## src/rtl/hazard_fwd_unit_pkg.sv

```systemverilog
// hazard_fwd_unit_pkg: operand select encodings, pipeline slot record and match helper
package hazard_fwd_unit_pkg;

    // SEL_ALT is pc on operand A and imm on operand B
    typedef enum logic [2:0] {
        SEL_RF   = 3'd0,
        SEL_ALT  = 3'd1,
        SEL_ALU  = 3'd2,
        SEL_DIN  = 3'd3,
        SEL_TRIM = 3'd4
    } op_sel_t;

    typedef struct packed {
        logic       valid;
        logic [4:0] rd;
        logic       we;
        logic       load;
    } slot_t;

    function automatic logic slot_hit(slot_t s, logic [4:0] rs, logic use_rs);
        return s.valid && s.we && s.rd != 5'd0 && s.rd == rs && use_rs;
    endfunction

endpackage

```

## src/rtl/hazard_fwd_unit_fwd_sel.sv

```systemverilog
// fwd_sel: nearest-first forwarding select and load-use detection for one operand
module fwd_sel
    import hazard_fwd_unit_pkg::*;
(
    input  slot_t      ex,
    input  slot_t      mem,
    input  logic [4:0] rs,
    input  logic       use_rs,
    input  logic       alt,
    output op_sel_t    sel,
    output logic       load_hit
);

    logic ex_hit, mem_hit;

    always_comb begin
        ex_hit   = slot_hit(ex, rs, use_rs);
        mem_hit  = slot_hit(mem, rs, use_rs);
        load_hit = !alt && ex_hit && ex.load;
        sel      = alt ? SEL_ALT :
                   (ex_hit && !ex.load) ? SEL_ALU :
                   mem_hit ? (mem.load ? SEL_TRIM : SEL_DIN) : SEL_RF;
    end

endmodule

```

## src/rtl/hazard_fwd_unit.sv

```systemverilog
// hazard_fwd_unit: tracks EX/MEM/WB destinations, registers ALU operand selects, detects load-use stalls
module hazard_fwd_unit
    import hazard_fwd_unit_pkg::*;
(
    input  logic        clk,
    input  logic        rst,
    input  logic        id_valid,
    input  logic [4:0]  id_rs1,
    input  logic [4:0]  id_rs2,
    input  logic        id_use_rs1,
    input  logic        id_use_rs2,
    input  logic [4:0]  id_rd,
    input  logic        id_we,
    input  logic        id_is_load,
    input  logic        id_a_pc,
    input  logic        id_b_imm,
    input  logic        flush,
    output logic [2:0]  A_sel,
    output logic [2:0]  B_sel,
    output logic        stall,
    output logic [15:0] stall_cnt
);

    // slots[0]=EX, slots[1]=MEM, slots[2]=WB; WB is tracked but never forwards (write-first regfile)
    slot_t   slots [3];
    op_sel_t a_nxt, b_nxt;
    logic    a_load, b_load, take;

    fwd_sel u_a (
        .ex(slots[0]), .mem(slots[1]), .rs(id_rs1), .use_rs(id_use_rs1),
        .alt(id_a_pc), .sel(a_nxt), .load_hit(a_load)
    );

    fwd_sel u_b (
        .ex(slots[0]), .mem(slots[1]), .rs(id_rs2), .use_rs(id_use_rs2),
        .alt(id_b_imm), .sel(b_nxt), .load_hit(b_load)
    );

    assign stall = !rst && id_valid && !flush && (a_load || b_load);
    assign take  = id_valid && !stall && !flush;

    always_ff @(posedge clk) begin
        if (rst) begin
            slots     <= '{default: '0};
            A_sel     <= SEL_RF;
            B_sel     <= SEL_RF;
            stall_cnt <= '0;
        end else begin
            slots[2]  <= slots[1];
            slots[1]  <= slots[0];
            slots[0]  <= take ? '{valid: 1'b1, rd: id_rd, we: id_we, load: id_is_load} : '0;
            A_sel     <= take ? a_nxt : SEL_RF;
            B_sel     <= take ? b_nxt : SEL_RF;
            stall_cnt <= stall_cnt + 16'(stall && stall_cnt != 16'hFFFF);
        end
    end

endmodule
```

## config.mk

```make
export PLATFORM = sky130hd
export DESIGN_NAME = hazard_fwd_unit
export DESIGN_NICKNAME = d
export VERILOG_FILES = /design/src/rtl/hazard_fwd_unit_pkg.sv /design/src/rtl/hazard_fwd_unit_fwd_sel.sv /design/src/rtl/hazard_fwd_unit.sv
export SDC_FILE = /design/constraint.sdc
export NUM_CORES = 1
export LEC_CHECK = 0
export CAP_MARGIN = 20
export CELL_PAD_IN_SITES_DETAIL_PLACEMENT = 0
export CELL_PAD_IN_SITES_GLOBAL_PLACEMENT = 1
export CORE_UTILIZATION = 36
export DETAILED_ROUTE_END_ITERATION = 7
export GPL_ROUTABILITY_DRIVEN = 0
export GPL_TIMING_DRIVEN = 0
export PLACE_DENSITY = 0.75
export SLEW_MARGIN = 20
export SYNTH_ARGS = -nofsm -noshare
export SYNTH_HDL_FRONTEND = slang
export SYNTH_HIERARCHICAL = 1
export SYNTH_SLANG_ARGS = --single-unit
```

## constraint.sdc

```tcl
create_clock -name clk -period 3.1 [get_ports clk]
set_input_delay 0.465 -clock clk [delete_from_list [all_inputs] [get_ports clk]]
set_output_delay 0.465 -clock clk [all_outputs]
set_load 0.1 [all_outputs]
```

; ---- Word-level counts from Yosys, hierarchy flattened
; Index checks and enable logic that the tools add are counted.
; Widths: inputs -> output; s select.
[totals]
inputBits = 25
out_inout_bits = 23
memories = 0
elab_cells = 70
latch_bits = 0
mem_bits_rw = 0
regBits = 38
rom_bits = 0
[classes]
n_lt_le_gt_ge = 0
n_reduce_logical = 38
eq_ne = 5
mux = 8
shift = 0
n_mul = 0
div_mod_pow = 0
n_bitwise = 3
addsub = 1
[op_table]
columns = operator, count
row1 = $logic_and 1x1->1, 24
row2 = $eq 5x5->1, 4
row3 = $add 16x1->16, 1
row4 = $ne 16x16->1 const B, 1
row5 = $reduce_bool 5->1, 2
row6 = $reduce_or 5->1, 2
row7 = $mux 2, 4
row8 = $mux 8, 1
row9 = $logic_not 1->1, 6
row10 = $reduce_or 3->1, 2
row11 = $mux 3, 1
row12 = $not 1->1, 3
row13 = $mux 1, 2
row14 = $reduce_or 2->1, 1
row15 = $logic_or 1x1->1, 1

; ---- Depth between registers and ports, before layout
; Gate-level depths: netlist of the first run.
[logic_depth]
ltp_word = 13
ltp_mapped = 13
mapped_depth_nobuf = 13

; ---- Hierarchy
; Netlist of the first run, hierarchy kept.
[by_module_without_submodules]
columns = module, seq_area_each_um2, cells_each, area_each_um2, instances
row1 = hazard_fwd_unit, 760.7, 132, 1371.3, 1
row2 = fwd_sel, 0.0, 29, 210.2, 2

; ---- Least setup slack after synthesis of the first run
; No wires, ideal clock.
[synth_timing]
path_type = input to register
startpoint = in id_rs2[4]
endpoint = reg stall_cnt[12]
path_stages = 13
t_arrival_ns = 3.832
t_required_ns = 2.972
setup_time_ns = 0.128
path_buffers = 0
slack_ns = -0.859
path_cell_list = or2_2 o21ai_0 nand3_1 nor3b_1 nor2_1 nor2_1 o21a_1 ha_1 ha_1 inv_1 nor4b_4 xnor2_1 nor2_1
[synth_between]
elab_chain_cells = 9
[synth_lines]
columns = item, line_no
row1 = start: declaration, hazard_fwd_unit.sv:9  ; input logic [4:0] id_rs2,
row2 = $eq 5x5->1, hazard_fwd_unit_pkg.sv:21  ; return s.valid && s.we && s.rd != 5'd0 && s.rd == rs && use_rs;
row3 = $logic_and 1x1->1 (2 in a row), hazard_fwd_unit_pkg.sv:21
row4 = $logic_and 1x1->1 (2 in a row), hazard_fwd_unit_fwd_sel.sv:19  ; load_hit = !alt && ex_hit && ex.load;
row5 = net b_load, hazard_fwd_unit.sv:27  ; logic a_load, b_load, take;
row6 = $logic_or 1x1->1, hazard_fwd_unit.sv:39  ; assign stall = !rst && id_valid && !flush && (a_load || b_load);
row7 = $logic_and 1x1->1, hazard_fwd_unit.sv:39
row8 = net stall, hazard_fwd_unit.sv:20  ; output logic stall,
row9 = $logic_and 1x1->1, hazard_fwd_unit.sv:54  ; stall_cnt <= stall_cnt + 16'(stall && stall_cnt != 16'hFFFF);
row10 = $add 16x1->16, hazard_fwd_unit.sv:54
row11 = end signal: assignment, hazard_fwd_unit.sv:54
row12 = end: declaration, hazard_fwd_unit.sv:21  ; output logic [15:0] stall_cnt
; The timed path passes the listed nets, and every way through them passes these cells.
; A chain may end at the register's enable or synchronous reset.

; ---- Final worst setup path of the first run
[layout_timing]
startpoint = in id_rs1[4]
endpoint = out stall
[layout_between]
elab_chain_cells = 7
[layout_lines]
columns = item, line_no
row1 = start: declaration, hazard_fwd_unit.sv:8  ; input logic [4:0] id_rs1,
row2 = $eq 5x5->1, hazard_fwd_unit_pkg.sv:21
row3 = $logic_and 1x1->1 (2 in a row), hazard_fwd_unit_pkg.sv:21
row4 = $logic_and 1x1->1 (2 in a row), hazard_fwd_unit_fwd_sel.sv:19
row5 = net a_load, hazard_fwd_unit.sv:27
row6 = $logic_or 1x1->1, hazard_fwd_unit.sv:39
row7 = $logic_and 1x1->1, hazard_fwd_unit.sv:39
row8 = end: declaration, hazard_fwd_unit.sv:20
; The timed path passes the listed nets, and every way through them passes these cells.

==> results of run 1 <==
synth_stat cells, types with 2 or more instances:
cell type,number
or2_2,2
nor2_1,21
nand4b_1,2
xor2_1,11
nand2_1,7
nor3b_1,2
nor4b_1,2
and3_1,2
nor3_1,8
or3_1,2
clkbuf_1,2
nor4_2,2
ha_1,3
a21o_1,2
xnor2_1,20
inv_1,3
nand4_1,6
a21oi_1,2
or4_4,2
dfxtp_1,38
o21ai_0,2
and4_1,2
o211ai_2,2
nor2b_1,11
nand3_1,9
and2_1,16
nor4_1,2
logic make-up after synthesis:
| logic type | count (synthesis) |
|---|---|
| flops | 38 |
| buf+inv | 6 |
| simple gates | 102 |
| fa+ha+maj | 3 |
| xor+xnor | 31 |
| compound gates | 9 |
| mux | 1 |
worst max-delay path, cell delays in order:
cell	delay, ns
clkdlybuf4s50_1	0.46
or2_2	0.31
o21ai_1	0.20
nand3_1	0.12
nor3b_2	0.19
nor2_1	0.09
nor2_4	0.10
clkdlybuf4s15_2	0.56
layer usage:
metal	up-vias	wire length, µm	track usage, %
li1	757	-	-
met1	669	2100	23.1
met2	41	1740	24.9
met3	9	212	4.31
met4	0	79	9.59
met5	-	0	0
metrics by stage:
step                std cells  hold WS [ns]  util (%)  setup TNS (ns)
floorplan                 190         0.458         -               0
global placement          304         0.473      49.8           -2.02
detailed placement        304         0.475      49.8           -2.01
CTS                       312         0.487      51.8               0
global route              312         0.494      52.6               0
finish                    312         0.484      52.6               0
power by group through the flow:
stage	combinational [mW]	sequential (mW)	clock (mW)
2_1_floorplan	0.0307	0.513	0
3_3_place_gp	0.0830	0.510	0
3_5_place_dp	0.0826	0.510	0
4_1_cts	0.0831	0.498	0.369
5_1_grt	0.0915	0.499	0.384
6_report	0.0848	0.498	0.362
flip-flops by register name (all words and copies together) (netlist names):
| signal | flops |
|---|---|
| stall_cnt | 16 |
| A_sel | 3 |
| slots | 16 |
| B_sel | 3 |
repair_timing:
action,in CTS,in global routing
endpoints found under the setup margin,1,8
endpoints found under the hold margin,0,0
gates resized for setup,3,8
path summary, 6_finish.rpt:
check             slack [ns]  depth (start not counted)            end       from
setup / recovery        0.14                          8          stall  id_rs1[4]
hold / removal          0.48                          1       slots[9]  slots[17]
setup reg to reg        0.55                         13  stall_cnt[12]  slots[22]
hold reg to reg         0.48                          1       slots[9]  slots[17]
area by class of cell:
class / instances / area, µm² / share of cell area (%)
clock buffers: 6 / 82.6 / 3.30
well taps: 67 / 83.8 / 3.36
flip-flops and latches: 38 / 761 / 30.4
clock inverters: 2 / 12.5 / 0.501
inverters: 3 / 11.3 / 0.451
multi-input cells: 146 / 1060 / 42.6
plain buffers: 3 / 12.5 / 0.501
repair buffers: 47 / 472 / 18.9
cell usage in the layout, fill, tap and decap left out, types with 3 or more instances in the layout:
| cell | netlist | routed |
|---|---|---|
| xnor2_1 | 20 | 20 |
| nor2b_1 | 11 | 11 |
| nor3_1 | 8 | 5 |
| nor2_1 | 21 | 20 |
| inv_1 | 3 | 3 |
| dfxtp_1 | 38 | 38 |
| nand2_1 | 7 | 7 |
| clkbuf_8 | 0 | 6 |
| nand4_1 | 6 | 6 |
| xor2_1 | 11 | 11 |
| clkdlybuf4s50_1 | 0 | 46 |
| nor3_2 | 0 | 3 |
| nand3_1 | 9 | 9 |
| and2_1 | 16 | 16 |
==> metrics.md, run 1 <==
| Metric | Value |
|---|---|
| Outcome | complete, no violations |
| Tmin final | 2.96 ns |
| Clk pwr share | 38.3% |
| Net Count, Synth | 218 |
| Ports | 48 |
| Setup WS pre-CTS | -0.543 ns |
| Final period util | 95.6% |
| Synthesis-stage register bit count | 38 |
| Die X | 72.5 µm |
| Synth unique cells | 34 |
| IO Port Bufs | 47 |
| Unrepaired setup endpoints after global routing | false |
| Gr usage total | 17.1% |
| Core Region | 0.00475 mm² |
| Post-synthesis compound-gate area fraction | 3.77% |
| Root Driver | clkbuf_8 |
| Initial DRC count | 62 |
| Die area | 0.00526 mm² |
| Post-CTS Setup Bufs | 0 |
| Synth Cell Area | 0.00179 mm² |
| Detail Placement HPWL | 3130 µm |
| Fill count | 478 |
| Initial antenna violation count | 0 |
| CP arrival | 2.50 ns |
| Drt wl/cell | 13.2 µm |
| HP Class | reg2reg |
| Post-Synth XOR/XNOR Area | 15.2% |
| Final Cell Area | 0.00250 mm² |
| Vias per Instance | 4.73 |
| Simple-gate portion of the synthesized area | 34.6% |
| Clock Sinks | 38 |
| Dominant combinational cell family by area after synthesis | simple AND/OR/NAND/NOR gates |
| Syn-to-layout area delta | 39.5% |
| Vias in the first global route | 1417 |
| Layout Nets | 272 |
| Relative slew slack | 35.2% |
| H-Tree Depth | 2 |
| Slew @ Worst Pin | 0.969 ns |
| Synth warn | 6 |
| Type of origin of the critical path | input port |
| Vias | 1476 |
| Adder-Cell Fraction of Synth Area | 2.09% |
| Final Power | 0.945 mW |
| Post-Route WL | 4130 µm |
| Post-Synthesis Cells | 190 |
| Peak VDD IR | 0.240 mV |
| Switching Share | 23.9% |
| Hold violation count in the final report | 0 |
| Final Setup Violations | 0 |
| EDFF count, synth | 0 |
| Share of cells above drive strength 1 | 12.7% |
| Max Slew Vio Count | 0 |
| Gate power share | 9.0% |
| GRT overflow | 0 |
| Pin count of the biggest net entering global routing | 13 |
| Clock Skew | 0.00905 ns |
| Worst-path fanout max | 3 |
| Diode count | 0 |
| Static leakage power | 0.886 nW |
| Synth async-reset ratio | 0% |
| Sequential element share of the synthesized area | 42.5% |
| DRC Markers | 0 |
| Reg power frac | 52.7% |
| Cell accounting for the most synthesized area | dfxtp_1 |
| CTS tree | done |
| Synth area leaders | dfxtp_1 42%, xnor2_1 9.8%, and2_1 5.6%, xor2_1 5.4%, nor2_1 4.4% |
| Final Worst Setup Slack | 0.137 ns |
| Post-synthesis mux area share | 0.628% |
| Clk slew on worst S/H paths | 0.07 ns |
| Net switching power | 0.226 mW |
| Pwr dens | 378 mW/mm² |
| Max Cap Viol | 0 |
| Starting Density | 37.7% |
| Max frequency | 337 MHz |
| CTS Buf Count | 5 |
| Clk buf depth | 2 |
| Syn_area_per_cell | 9.43 µm² |
| Top_reg_cell synth | dfxtp_1 |
| Yosys top cell area share | 42.5% |
| Crit Path Class | in2out |
| Cell Int Power | 0.719 mW |
| Worst-skew pair later-pin latency | 0.30 ns |
| Crit end category | output port |
| DRT antenna net count | 0 |
| 1st-pass router iterations | 4 |
| Cts hold-fix bufs | 0 |
| First-pass GRT wire length | 6670 µm |
| Die H | 72.5 µm |
| Cell row count | 25 |
| Placement-stage cell area | 0.00237 mm² |
| Worst EP required | 2.63 ns |
No activity file was read; power rests on OpenSTA's default activity.
==> inputs of run 2 (changes only) <==
Settings changed: CORE_MARGIN from default to 4.
==> run 2 against run 1 <==
Against the previous run: die area increased by 17%; clock power rose by 17%; combinational power shrank 3.1%; sequential cell count did not move; clock-buffer cell count is 1 lower; wire length down 0.24%; global-route usage decreased by 2.8 points; critical path depth unchanged; maximum frequency shrank 0.63%; cell area increased by 0.35%; via count fell by 0.88%; critical endpoint unchanged; largest cell class unchanged.
==> metrics.md, run 2 (synthesized netlist as in run 1, its figures left out) <==
| Metric | Value |
|---|---|
| Worst-path fanout max | 3 (unchanged) |
| HP Class | reg2reg |
| Met3 GRT Util | 3.78% (-0.52 points) |
| Worst-skew pair later-pin latency | 0.29 ns (about the same) |
| CP arrival | 2.52 ns (+0.02 ns) |
| Clock Sinks | 38 (unchanged) |
| Final core occ | 52.4% (-0.16 points) |
| Crit end category | output port |
| Initial DRC count | 39 (-37%) |
| Inst Count DP | 304 (unchanged) |
| Root Driver | clkbuf_8 |
| Share of cells above drive strength 1 | 11.8% (-0.82 points) |
| Vias per Instance | 4.69 (-0.88%) |
| Post-Route WL | 4120 µm (-0.24%) |
| Vias in the first global route | 1416 (-0.071%) |
| 1st-pass router iterations | 4 (unchanged) |
| Biggest regs | slots: 16 flops, stall_cnt: 16 flops |
| Syn-to-layout area delta | 39.9% |
| Type of origin of the critical path | input port |
| Core Region | 0.00479 mm² (+0.66%) |
| Initial antenna violation count | 0 (unchanged) |
| Final cell count without fillers | 312 (unchanged) |
| CTS tree | done |
| Cts hold-fix bufs | 0 (unchanged) |
| H-Tree Depth | 2 (unchanged) |
| Clk slew on worst S/H paths | 0.08 ns (about the same) |
| GRT overflow | 0 (unchanged) |
| Setup WS pre-CTS | -0.495 ns (+0.0484 ns) |
| Hold violation count in the final report | 0 (unchanged) |
| Most common cell after layout, fill and taps aside | clkdlybuf4s50_1 |
| Final Worst Setup Slack | 0.118 ns (-0.0189 ns) |
| Die area | 0.00617 mm² (+17%) |
| Clock Skew | 0.00625 ns (-0.00280 ns) |
| DRT antenna net count | 0 (unchanged) |
| Most frequent cells in the layout | 46 x clkdlybuf4s50_1, 38 x dfxtp_1, 20 x nor2_1, 20 x xnor2_1, 16 x and2_1 |
| Drt wl/cell | 13.2 µm (-0.24%) |
| Die X | 78.5 µm (+8.3%) |
| Detail Placement HPWL | 3130 µm (about the same) |
| Relative slew slack | 34.4% (-0.78 points) |
| CTS Buf Count | 5 (unchanged) |
| Final period util | 96.2% (+0.61 points) |
| Static leakage power | 0.888 nW (+0.24%) |
| Max Cap Viol | 0 (unchanged) |
| Layout Nets | 272 (unchanged) |
| Gr usage total | 14.4% (-2.8 points) |
| Busiest layer in global routing | met1 |
| First-pass GRT wire length | 6950 µm (+4.1%) |
| Slew @ Worst Pin | 0.981 ns (+0.0117 ns) |
| Max Slew Vio Count | 0 (unchanged) |
| Max frequency | 335 MHz (-0.63%) |
| Met1 GRT Util | 20.7% (-2.4 points) |
| DRC Markers | 0 (unchanged) |
| Outcome | complete, no violations |
| Fill count | 459 (-4.0%) |
| Crit Path Class | in2out |
| Pwr dens | 400 mW/mm² (+5.8%) |
| Vias | 1463 (-0.88%) |
| Die H | 78.5 µm (+8.3%) |
| Worst EP required | 2.63 ns (about the same) |
| Peak VDD IR | 0.210 mV (-12%) |
| Final Setup Violations | 0 (unchanged) |
| Starting Density | 37.4% (-0.25 points) |
| Met2 Use GR | 20.5% (-4.4 points) |
| Cell row count | 25 (unchanged) |
| Ports | 48 (unchanged) |
| IO Port Bufs | 47 (unchanged) |
| Clk buf depth | 2 (unchanged) |
| Diode count | 0 (unchanged) |
| Tmin final | 2.98 ns (+0.0189 ns) |
| Final Power | 1.00 mW (+6.1%) |
| Pin count of the biggest net entering global routing | 14 (+1) |
[run 2: changes by cell type in the layout (fill, tap and decap cells not counted), sizes merged]
cell,delta
clkbuf,-1
clkinv,-1
bufinv,+1
clkinvlp,+1
[run 2: per-layer routing]
| metal | wire (µm) | share of wire [%] | vias to the layer above |
|---|---|---|---|
| met5 | 0 | 0 | - |
| met4 | 56 | 1.4 | 0 |
| met3 | 258 | 6.3 | 4 |
| met2 | 1760 | 43 | 40 |
| met1 | 2050 | 50 | 659 |
| li1 | - | - | 760 |
[run 2: area by class of cell]
type / instances / area, µm² / share of cell area, %
Sequential cell: 38 / 761 / 30.3
Clock buffer: 5 / 68.8 / 2.74
Clock inverter: 3 / 45.0 / 1.80
Buffer: 3 / 12.5 / 0.499
Multi-Input combinational cell: 146 / 1050 / 42.0
Tap cell: 67 / 83.8 / 3.34
Inverter: 3 / 11.3 / 0.449
Timing Repair Buffer: 47 / 472 / 18.8
[run 2: critical path, stage by stage]
cell and delay, ns:
clkdlybuf4s50_1 0.47, xor2_1 0.18, nor3_1 0.28, nand3_1 0.15
nor3b_2 0.22, nor2_1 0.10, nor2_4 0.09, clkdlybuf4s15_2 0.56
[run 2: path summary, 6_finish.rpt]
check / endpoint / depth (start not counted) / startpoint / slack (ns)
min: slots[15] / 1 / slots[23] / 0.48
min reg2reg: slots[15] / 1 / slots[23] / 0.48
max: stall / 8 / id_rs2[2] / 0.12
max reg2reg: stall_cnt[12] / 13 / slots[20] / 0.51
[run 2: timing repair]
item,in CTS,in global routing
gates resized for setup,3,6
setup buffers,0,0
endpoints found under the setup margin,1,7
hold endpoints to repair,0,0
[run 2: per-stage QoR]
stage / hold WS (ns) / cell area (µm²) / setup TNS (ns)
floorplan: 0.458 / 1810 / 0
global placement: 0.468 / 2370 / -1.21
detailed placement: 0.470 / 2370 / -1.25
CTS: 0.482 / 2480 / 0
global route: 0.497 / 2510 / -0.00347
finish: 0.484 / 2510 / 0
[run 2: power breakdown]
part           internal (mW)  switching, mW
Sequential             0.493        0.00530
Clock                  0.239          0.183
Combinational         0.0465         0.0357
